## src/rtl/io_arb2.sv

```systemverilog
// io_arb2 -- two-master round-robin arbiter for a single stb/ack IO slave.
//
// Grants the slave port to one requester at a time. Forwarding from the
// granted master to the slave, and from the slave back to it, is purely
// combinational. A mandatory IDLE cycle separates successive grants. When
// both masters are pending in IDLE, the master that was not served last
// wins.
//
// Optional feature macro: IO_ARB2_TIMEOUT_EN
//   defined   -> watchdog terminates a grant after TO_CYCLES cycles without
//                s_ack. It reports ack+err to the master for one cycle.
//   undefined -> no counter is built and m0_err/m1_err are tied low.
//
// Parameters:
//   ADDR_W     slave address width (default 1)
//   TO_CYCLES  watchdog limit in granted cycles, 2..65535 (default 255)
//
// Ports:
//   clk, rst                  clock, synchronous active-high reset
//   m0_stb/we/addr/din        master 0 request, write enable, address, wdata
//   m0_dout/ack/err           master 0 read data, completion, watchdog abort
//   m1_*                      same for master 1
//   s_stb/we/addr/din         request, write enable, address, wdata to slave
//   s_dout/ack                read data and acknowledge from slave

module io_arb2 #(
  parameter int unsigned ADDR_W    = 1,
  parameter int unsigned TO_CYCLES = 255
) (
  input  logic              clk,
  input  logic              rst,

  input  logic              m0_stb,
  input  logic              m0_we,
  input  logic [ADDR_W-1:0] m0_addr,
  input  logic [31:0]       m0_din,
  output logic [31:0]       m0_dout,
  output logic              m0_ack,
  output logic              m0_err,

  input  logic              m1_stb,
  input  logic              m1_we,
  input  logic [ADDR_W-1:0] m1_addr,
  input  logic [31:0]       m1_din,
  output logic [31:0]       m1_dout,
  output logic              m1_ack,
  output logic              m1_err,

  output logic              s_stb,
  output logic              s_we,
  output logic [ADDR_W-1:0] s_addr,
  output logic [31:0]       s_din,
  input  logic [31:0]       s_dout,
  input  logic              s_ack
);

  if (TO_CYCLES < 2 || TO_CYCLES > 65535) begin : g_bad_to_cycles
    $error("io_arb2: TO_CYCLES must be within 2..65535");
  end

  typedef enum logic [1:0] {
    IDLE  = 2'd0,
    BUSY0 = 2'd1,
    BUSY1 = 2'd2
  } state_t;

  state_t r_state;
  state_t w_state_nxt;
  logic   r_last;
  logic   w_last_nxt;

  // High in the granted cycle in which the watchdog fires. This is derived
  // only from the counter and the master strobe, never from s_ack, so that
  // suppressing s_stb on this cycle cannot form a loop through a slave
  // whose ack follows its stb.
  logic   w_to_hit;

`ifdef IO_ARB2_TIMEOUT_EN
  localparam logic [15:0] TO_LIM = 16'(TO_CYCLES);

  logic [15:0] r_to_cnt;
  logic        w_grant_stb;

  always_comb begin
    w_grant_stb = 1'b0;
    case (r_state)
      BUSY0:   w_grant_stb = m0_stb;
      BUSY1:   w_grant_stb = m1_stb;
      default: w_grant_stb = 1'b0;
    endcase
  end

  // Counter is held at zero outside BUSY and on the cycle a grant ends, so
  // every new grant starts counting from zero.
  always_ff @(posedge clk) begin
    if (rst) begin
      r_to_cnt <= '0;
    end else if (r_state == IDLE || w_state_nxt == IDLE) begin
      r_to_cnt <= '0;
    end else if (!s_ack && r_to_cnt != TO_LIM) begin
      r_to_cnt <= r_to_cnt + 16'd1;
    end
  end

  // The k-th granted cycle without ack sees a count of k-1. A dropped strobe
  // is treated as an abandon rather than a timeout.
  assign w_to_hit = w_grant_stb && (r_to_cnt == TO_LIM - 16'd1);
`else
  assign w_to_hit = 1'b0;
`endif

  always_ff @(posedge clk) begin
    if (rst) begin
      r_state <= IDLE;
      r_last  <= 1'b1;
    end else begin
      r_state <= w_state_nxt;
      r_last  <= w_last_nxt;
    end
  end

  always_comb begin
    w_state_nxt = r_state;
    w_last_nxt  = r_last;
    s_stb       = 1'b0;
    s_we        = 1'b0;
    s_addr      = '0;
    s_din       = '0;
    m0_dout     = '0;
    m0_ack      = 1'b0;
    m0_err      = 1'b0;
    m1_dout     = '0;
    m1_ack      = 1'b0;
    m1_err      = 1'b0;

    case (r_state)
      IDLE: begin
        if (m0_stb && m1_stb) begin
          w_state_nxt = r_last ? BUSY0 : BUSY1;
        end else if (m0_stb) begin
          w_state_nxt = BUSY0;
        end else if (m1_stb) begin
          w_state_nxt = BUSY1;
        end
      end

      BUSY0: begin
        s_stb   = m0_stb & ~w_to_hit;
        s_we    = m0_we;
        s_addr  = m0_addr;
        s_din   = m0_din;
        m0_dout = s_dout;
        m0_ack  = s_ack | w_to_hit;
        m0_err  = w_to_hit & ~s_ack;
        if (s_ack || w_to_hit) begin
          w_last_nxt  = 1'b0;
          w_state_nxt = IDLE;
        end else if (!m0_stb) begin
          w_state_nxt = IDLE;
        end
      end

      BUSY1: begin
        s_stb   = m1_stb & ~w_to_hit;
        s_we    = m1_we;
        s_addr  = m1_addr;
        s_din   = m1_din;
        m1_dout = s_dout;
        m1_ack  = s_ack | w_to_hit;
        m1_err  = w_to_hit & ~s_ack;
        if (s_ack || w_to_hit) begin
          w_last_nxt  = 1'b1;
          w_state_nxt = IDLE;
        end else if (!m1_stb) begin
          w_state_nxt = IDLE;
        end
      end

      default: begin
        w_state_nxt = IDLE;
      end
    endcase
  end

endmodule

```

## config.mk

```make
export PLATFORM = sky130hd
export DESIGN_NAME = io_arb2
export DESIGN_NICKNAME = d
export VERILOG_FILES = /design/src/rtl/io_arb2.sv
export SDC_FILE = /design/constraint.sdc
export NUM_CORES = 1
export LEC_CHECK = 0
export BUFFER_PORTS_ARGS = -buffer_cell sky130_fd_sc_hd__clkbuf_2
export CAP_MARGIN = 20
export CORE_AREA = 2 2 80 82
export DETAILED_ROUTE_END_ITERATION = 6
export DIE_AREA = 0 0 82 84
export GPL_TIMING_DRIVEN = 0
export HOLD_SLACK_MARGIN = 0.12
export PLACE_DENSITY = 0.72
export RECOVER_POWER = 25
export SKIP_LAST_GASP = 1
export SLEW_MARGIN = 20
export SYNTH_ARGS = -nofsm -noshare
export SYNTH_HDL_FRONTEND = slang
export SYNTH_SLANG_ARGS = --single-unit
```

## constraint.sdc

```tcl
create_clock -name clk -period 1.35 [get_ports clk]
set_input_delay 0.0675 -clock clk [delete_from_list [all_inputs] [get_ports clk]]
set_output_delay 0.0675 -clock clk [all_outputs]
set_load 0.03 [all_outputs]
```

==> flow_metrics.tcl, run 1 <==
set metrics [dict create \
    status "complete, but fails checks" \
    violations_in_the_final_reports "setup timing" \
    data_arrival_time_at_the_worst_slack_endpoint_ns 1.51 \
    final_setup_skew_ns 0.00142 \
    tritoncts "built" \
    hold_ws_ns 0.161 \
    critical_path.reg2reg.startpoint "r_state[0]$_SDFFE_PP0P_" \
    wire_length_of_the_first_global_routing_pass_mm 11.2 \
    synth_warnings 0 \
    cts_sinks 3 \
    ys_types 22 \
    seq_total_area_yosys_pct 4.90 \
    dr.pass1.iters 4 \
    grt_overflow 0 \
    slew_violations 0 \
    rr_endpoint "r_state[1]$_SDFFE_PP0P_" \
    worst-r2r-cell-count 6 \
    core_um2 6100 \
    power.ir.vdd_worst_mv 0.469 \
    min_delay_worst_endpoint "r_last$_SDFFE_PP1P_" \
    boundaryPins 208 \
    clockRootBuffer "sky130_fd_sc_hd__clkbuf_8" \
    groute.usage.overall_pct 20.4 \
    period_minus_slack_ns 1.58 \
    layout_fillers 443 \
    critical_path_required_ns 1.28 \
    fp-row-count 29 \
    hp-start "s_ack" \
    netlist_area_um2 1220 \
    min-delay-path-class "primary input to register" \
    timing.max_cap.violations 0 \
    critPathMaxFanout 7 \
    post_synth.cell_area_avg_um2 6.84 \
    wl_mm 8.73 \
    via_count_of_the_first_global_routing_pass 2277 \
    route.vias.total 2360 \
    initial_core_util_pct 20.1 \
    layout-drive-gt1-share_pct 95.2 \
    tritoncts.num_buffers 3 \
    grt_max_degree 11 \
    mostFrequentLayoutCell "sky130_fd_sc_hd__clkbuf_2" \
    syn_to_final_growth_pct 257 \
    final_antenna_net_count 0 \
    die_height_um 84 \
    maxClockFrequency_mhz 634 \
    power-per-cell-area_nw_per_um2 686 \
    dpl.hpwl_mm 5.21 \
    path_class "register to output pin" \
    x_dimension_of_the_die_um 82 \
    clock_tree.htree_level_count 1 \
    worstSetupEndpointType "output pin" \
    remaining_drc_errors 0 \
    dr.first_iter.drc_count 37 \
    synth.ff_latch_count 3 \
    layout_setup_ws_ns -0.228 \
    layout.nets 525 \
    clk_pin_slew_worst_paths_ns 0.03 \
    vias_per_cell 4.79 \
    design.die.area_um2 6890 \
    grt_antenna_before_repair 2 \
    fin_tns_setup_ns -13.21 \
    final-hold-violation-count 0 \
    wl_per_cell_um 17.7 \
    finalWeightedCongestion 0.800 \
    final_util_pct 71.8 \
    grt_setup_unrepaired "true" \
    setup.reg_to_reg.worst_slack_ns -0.16 \
    timing.final.crit_share_pct 117 \
    p_leak_nw 2.01 \
    clockBufferDepth 2 \
    highest_count_cells_in_the_layout_ignoring_fill_and_taps "105 x sky130_fd_sc_hd__clkbuf_2, 64 x sky130_fd_sc_hd__buf_8, 61 x sky130_fd_sc_hd__and2_4, 36 x sky130_fd_sc_hd__a22oi_2, 32 x sky130_fd_sc_hd__buf_6" \
    setup_viol_count_final 103 \
    worst_setup_path_start_kind "register" \
    holdPathStages 2 \
    syn_inst 179 \
    placement.io_buffers 205 \
    worst_skew_pair.late_latency_ns 0.22 \
]
-- registers in the layout, summed over array words and instances, names as in the netlist --
register and count:
r_last 1, r_state 2
-- per-layer routing --
metal  part of all wire, %  wire length, um  GRT usage, %
met3                   8.4              734          4.65
met2                    56             4850          40.8
met5                     0                0             0
met4                   2.5              221          5.61
met1                    33             2920          19.9
-- worst max path at each step --
stage | start | to | depth (start not counted)
floorplan | r_state[1]$_SDFFE_PP0P_ | s_din[4] | 5
global placement | r_state[1]$_SDFFE_PP0P_ | s_din[4] | 6
detailed placement | r_state[1]$_SDFFE_PP0P_ | s_din[5] | 6
CTS | r_state[0]$_SDFFE_PP0P_ | s_din[21] | 7
global route | r_state[1]$_SDFFE_PP0P_ | s_din[9] | 5
finish | r_state[1]$_SDFFE_PP0P_ | s_din[9] | 5
-- repair_timing --
item | CTS | global route
hold buffers | 1 | 0
resized for setup | 258 | 182
pin swaps | 13 | 24
setup endpoints to repair | 100 | 103
buffers inserted | 11 | 8
cloned | 5 | 4
endpoints found under the hold margin | 1 | 0
-- kinds of logic after synthesis --
logic type                 Yosys count  synth area share (%)
and+or+nand+nor                    108                  54.4
AOI/OAI and AO/OA                   39                  25.1
buffers and inverters               21                  8.07
adders and majority gates            5                  5.11
DFF                                  3                  4.90
muxes                                2                  2.04
other                                1                 0.306
-- synthesized netlist by cell type --
library cell                 n  area share (%)
sky130_fd_sc_hd__nor2b_1    36              18
sky130_fd_sc_hd__nand2b_1    2             1.0
sky130_fd_sc_hd__buf_1       2            0.61
sky130_fd_sc_hd__nand3_1     1            0.41
sky130_fd_sc_hd__conb_1      1            0.31
sky130_fd_sc_hd__a21boi_0    1            0.61
sky130_fd_sc_hd__mux2i_1     1            0.82
sky130_fd_sc_hd__a2bb2oi_2   1             1.2
sky130_fd_sc_hd__clkbuf_1    5             1.5
sky130_fd_sc_hd__and2_1     66              34
sky130_fd_sc_hd__buf_2       8             3.3
sky130_fd_sc_hd__a221o_1     1            0.82
sky130_fd_sc_hd__clkbuf_2    2            0.82
sky130_fd_sc_hd__dfxtp_1     3             4.9
sky130_fd_sc_hd__buf_4       2             1.2
sky130_fd_sc_hd__a22oi_2     1             1.0
sky130_fd_sc_hd__nand2_1     1            0.31
sky130_fd_sc_hd__mux2_4      1             1.2
sky130_fd_sc_hd__nor2_1      2            0.61
sky130_fd_sc_hd__ha_1        5             5.1
sky130_fd_sc_hd__inv_1       2            0.61
sky130_fd_sc_hd__a22oi_1    35              21
-- worst max-delay path: stages (launching register included) --
cell and delay, ns:
sky130_fd_sc_hd__dfxtp_4 0.39, sky130_fd_sc_hd__inv_6 0.06, sky130_fd_sc_hd__ha_4 0.34, sky130_fd_sc_hd__buf_4 0.14, sky130_fd_sc_hd__nor2b_2 0.18, sky130_fd_sc_hd__clkbuf_8 0.18
-- through the flow --
step | cell area [um^2] | power, mW | setup WS [ns] | instances
after global placement | 2720 | 1.71 | -0.392 | 462
after CTS | 3910 | 2.60 | -0.246 | 483
after detailed placement | 2720 | 1.73 | -0.410 | 462
after global routing | 4370 | 3.13 | -0.280 | 491
final | 4380 | 3.00 | -0.228 | 493
after floorplan | 1600 | 1.26 | -0.0220 | 180
-- layout make-up --
class | instances | area, um^2 | share of cell area (%)
well taps | 77 | 96.3 | 2.20
repair buffers | 232 | 2190 | 50.1
inverters | 2 | 17.5 | 0.400
clock buffers | 4 | 45.0 | 1.03
multi-input cells | 156 | 1700 | 38.8
diodes | 2 | 5.00 | 0.114
plain buffers | 17 | 253 | 5.78
flip-flops and latches | 3 | 67.6 | 1.54
-- power by group --
part           leakage [nW]  internal [mW]  switching [mW]
sequential           0.0260          0.100          0.0175
clock                0.0228          0.202          0.0641
combinational          1.96           1.43            1.18
Power figures use the tool's default switching activity.
==> inputs of run 2 (changes only) <==
Settings changed: MAX_ROUTING_LAYER set to met4.
==> flow_metrics.tcl, run 2 (same netlist as run 1, synthesis figures left out) <==
set metrics [dict create \
    design.die.area_um2 6890 \
    hold_ws_ns 0.157 \
    grt_max_degree 11 \
    clockBufferDepth 2 \
    via_count_of_the_first_global_routing_pass 2278 \
    timing.max_cap.violations 0 \
    worst_setup_path_start_kind "register" \
    dpl.hpwl_mm 5.21 \
    layout-drive-gt1-share_pct 95.2 \
    finalWeightedCongestion 0.812 \
    boundaryPins 208 \
    final_setup_skew_ns 0.00189 \
    min-delay-path-class "primary input to register" \
    power.ir.vdd_worst_mv 0.479 \
    setup_viol_count_final 103 \
    layout_setup_ws_ns -0.233 \
    fp-row-count 29 \
    clockRootBuffer "sky130_fd_sc_hd__clkbuf_8" \
    grt_overflow 0 \
    timing.final.crit_share_pct 117 \
    highest_count_cells_in_the_layout_ignoring_fill_and_taps "105 x sky130_fd_sc_hd__clkbuf_2, 64 x sky130_fd_sc_hd__buf_8, 61 x sky130_fd_sc_hd__and2_4, 36 x sky130_fd_sc_hd__a22oi_2, 32 x sky130_fd_sc_hd__buf_6" \
    mostFrequentLayoutCell "sky130_fd_sc_hd__clkbuf_2" \
    period_minus_slack_ns 1.58 \
    groute.usage.overall_pct 21.0 \
    core_um2 6100 \
    finalNonFillerCells 493 \
    remaining_drc_errors 0 \
    tritoncts "built" \
    grt_antenna_before_repair 2 \
    die_height_um 84 \
    placement.io_buffers 205 \
    initial_core_util_pct 20.1 \
    p_total_mw 3.01 \
    p_leak_nw 2.01 \
    tritoncts.num_buffers 3 \
    violations_in_the_final_reports "setup timing" \
    critPathMaxFanout 7 \
    slew_violations 0 \
    top_register "r_state" \
    placed_area_um2 2720 \
    route.vias.total 2388 \
    dr.first_iter.drc_count 32 \
    data_arrival_time_at_the_worst_slack_endpoint_ns 1.52 \
    status "complete, but fails checks" \
    clock_tree.htree_level_count 1 \
    final-hold-violation-count 0 \
    final_util_pct 71.8 \
    x_dimension_of_the_die_um 82 \
    path_class "register to output pin" \
    power-per-cell-area_nw_per_um2 687 \
    worstSetupEndpointType "output pin" \
    maxClockFrequency_mhz 632 \
    max_ffs_per_register 2 \
    final_design_area_no_fill_um2 4380 \
    vias_per_cell 4.84 \
    critical_path_required_ns 1.28 \
    worst_skew_pair.late_latency_ns 0.22 \
    final_antenna_net_count 0 \
    dr.pass1.iters 4 \
    regs_by_ff_count "r_state (2), r_last (1)" \
    layout.nets 525 \
    cts_sinks 3 \
    grt_setup_unrepaired "true" \
    wl_mm 8.79 \
    clk_pin_slew_worst_paths_ns 0.03 \
    syn_to_final_growth_pct 257 \
    dp_cells 462 \
    wire_length_of_the_first_global_routing_pass_mm 11.2 \
    wl_per_cell_um 17.8 \
]
## run 2: cell counts in the layout (fill, tap and decap cells not counted)
No cell type changed its count.
## run 2: repair_timing
action                                  4_1_cts  5_1_grt
gates cloned                                  5        4
hold buffers                                  1        0
resized for setup                           258      182
pin swaps                                    13       24
endpoints found under the setup margin      100      103
endpoints found under the hold margin         1        0
setup buffers                                11        8
## run 2: per-layer routing
metal | vias to the layer above | wire length [um] | track usage, %
li1 | 1078 | - | -
met1 | 1145 | 2970 | 20.2
met2 | 133 | 4870 | 40.8
met3 | 32 | 733 | 4.22
met4 | 0 | 218 | 5.61
met5 | - | 0 | -
## run 2: power breakdown
group          internal, mW  switching [mW]
Sequential            0.100          0.0175
Clock                 0.202          0.0697
Combinational          1.43            1.18
Total                  1.74            1.27
## run 2: final timing paths
check,startpoint,endpoint,cells after the start,slack (ns)
max,r_state[1]$_SDFFE_PP0P_,s_din[9],5,-0.23
min,s_ack,r_last$_SDFFE_PP1P_,2,0.16
max reg2reg,r_state[0]$_SDFFE_PP0P_,r_state[1]$_SDFFE_PP0P_,6,-0.16
min reg2reg,r_last$_SDFFE_PP1P_,r_last$_SDFFE_PP1P_,1,0.48
## run 2: worst max-delay path, cell delays in order (launching register included)
cell                       delay [ns]
sky130_fd_sc_hd__dfxtp_4         0.39
sky130_fd_sc_hd__inv_6           0.06
sky130_fd_sc_hd__ha_4            0.33
sky130_fd_sc_hd__buf_4           0.14
sky130_fd_sc_hd__nor2b_2         0.18
sky130_fd_sc_hd__clkbuf_8        0.18
## run 2: layout make-up
class | instances | area, um^2
clock buffers | 4 | 45.0
fillers | 443 | 1720
plain buffers | 17 | 253
multi-input cells | 156 | 1700
flip-flops and latches | 3 | 67.6
inverters | 2 | 17.5
well taps | 77 | 96.3
diodes | 2 | 5.00
repair buffers | 232 | 2190
## run 2: stage by stage
| step | setup TNS [ns] | setup WS, ns |
|---|---|---|
| final | -13.64 | -0.233 |
| after global routing | -17.17 | -0.280 |
| after CTS | -15.08 | -0.246 |
| after detailed placement | -18.31 | -0.410 |
| after global placement | -16.90 | -0.392 |
| after floorplan | -0.129 | -0.0220 |
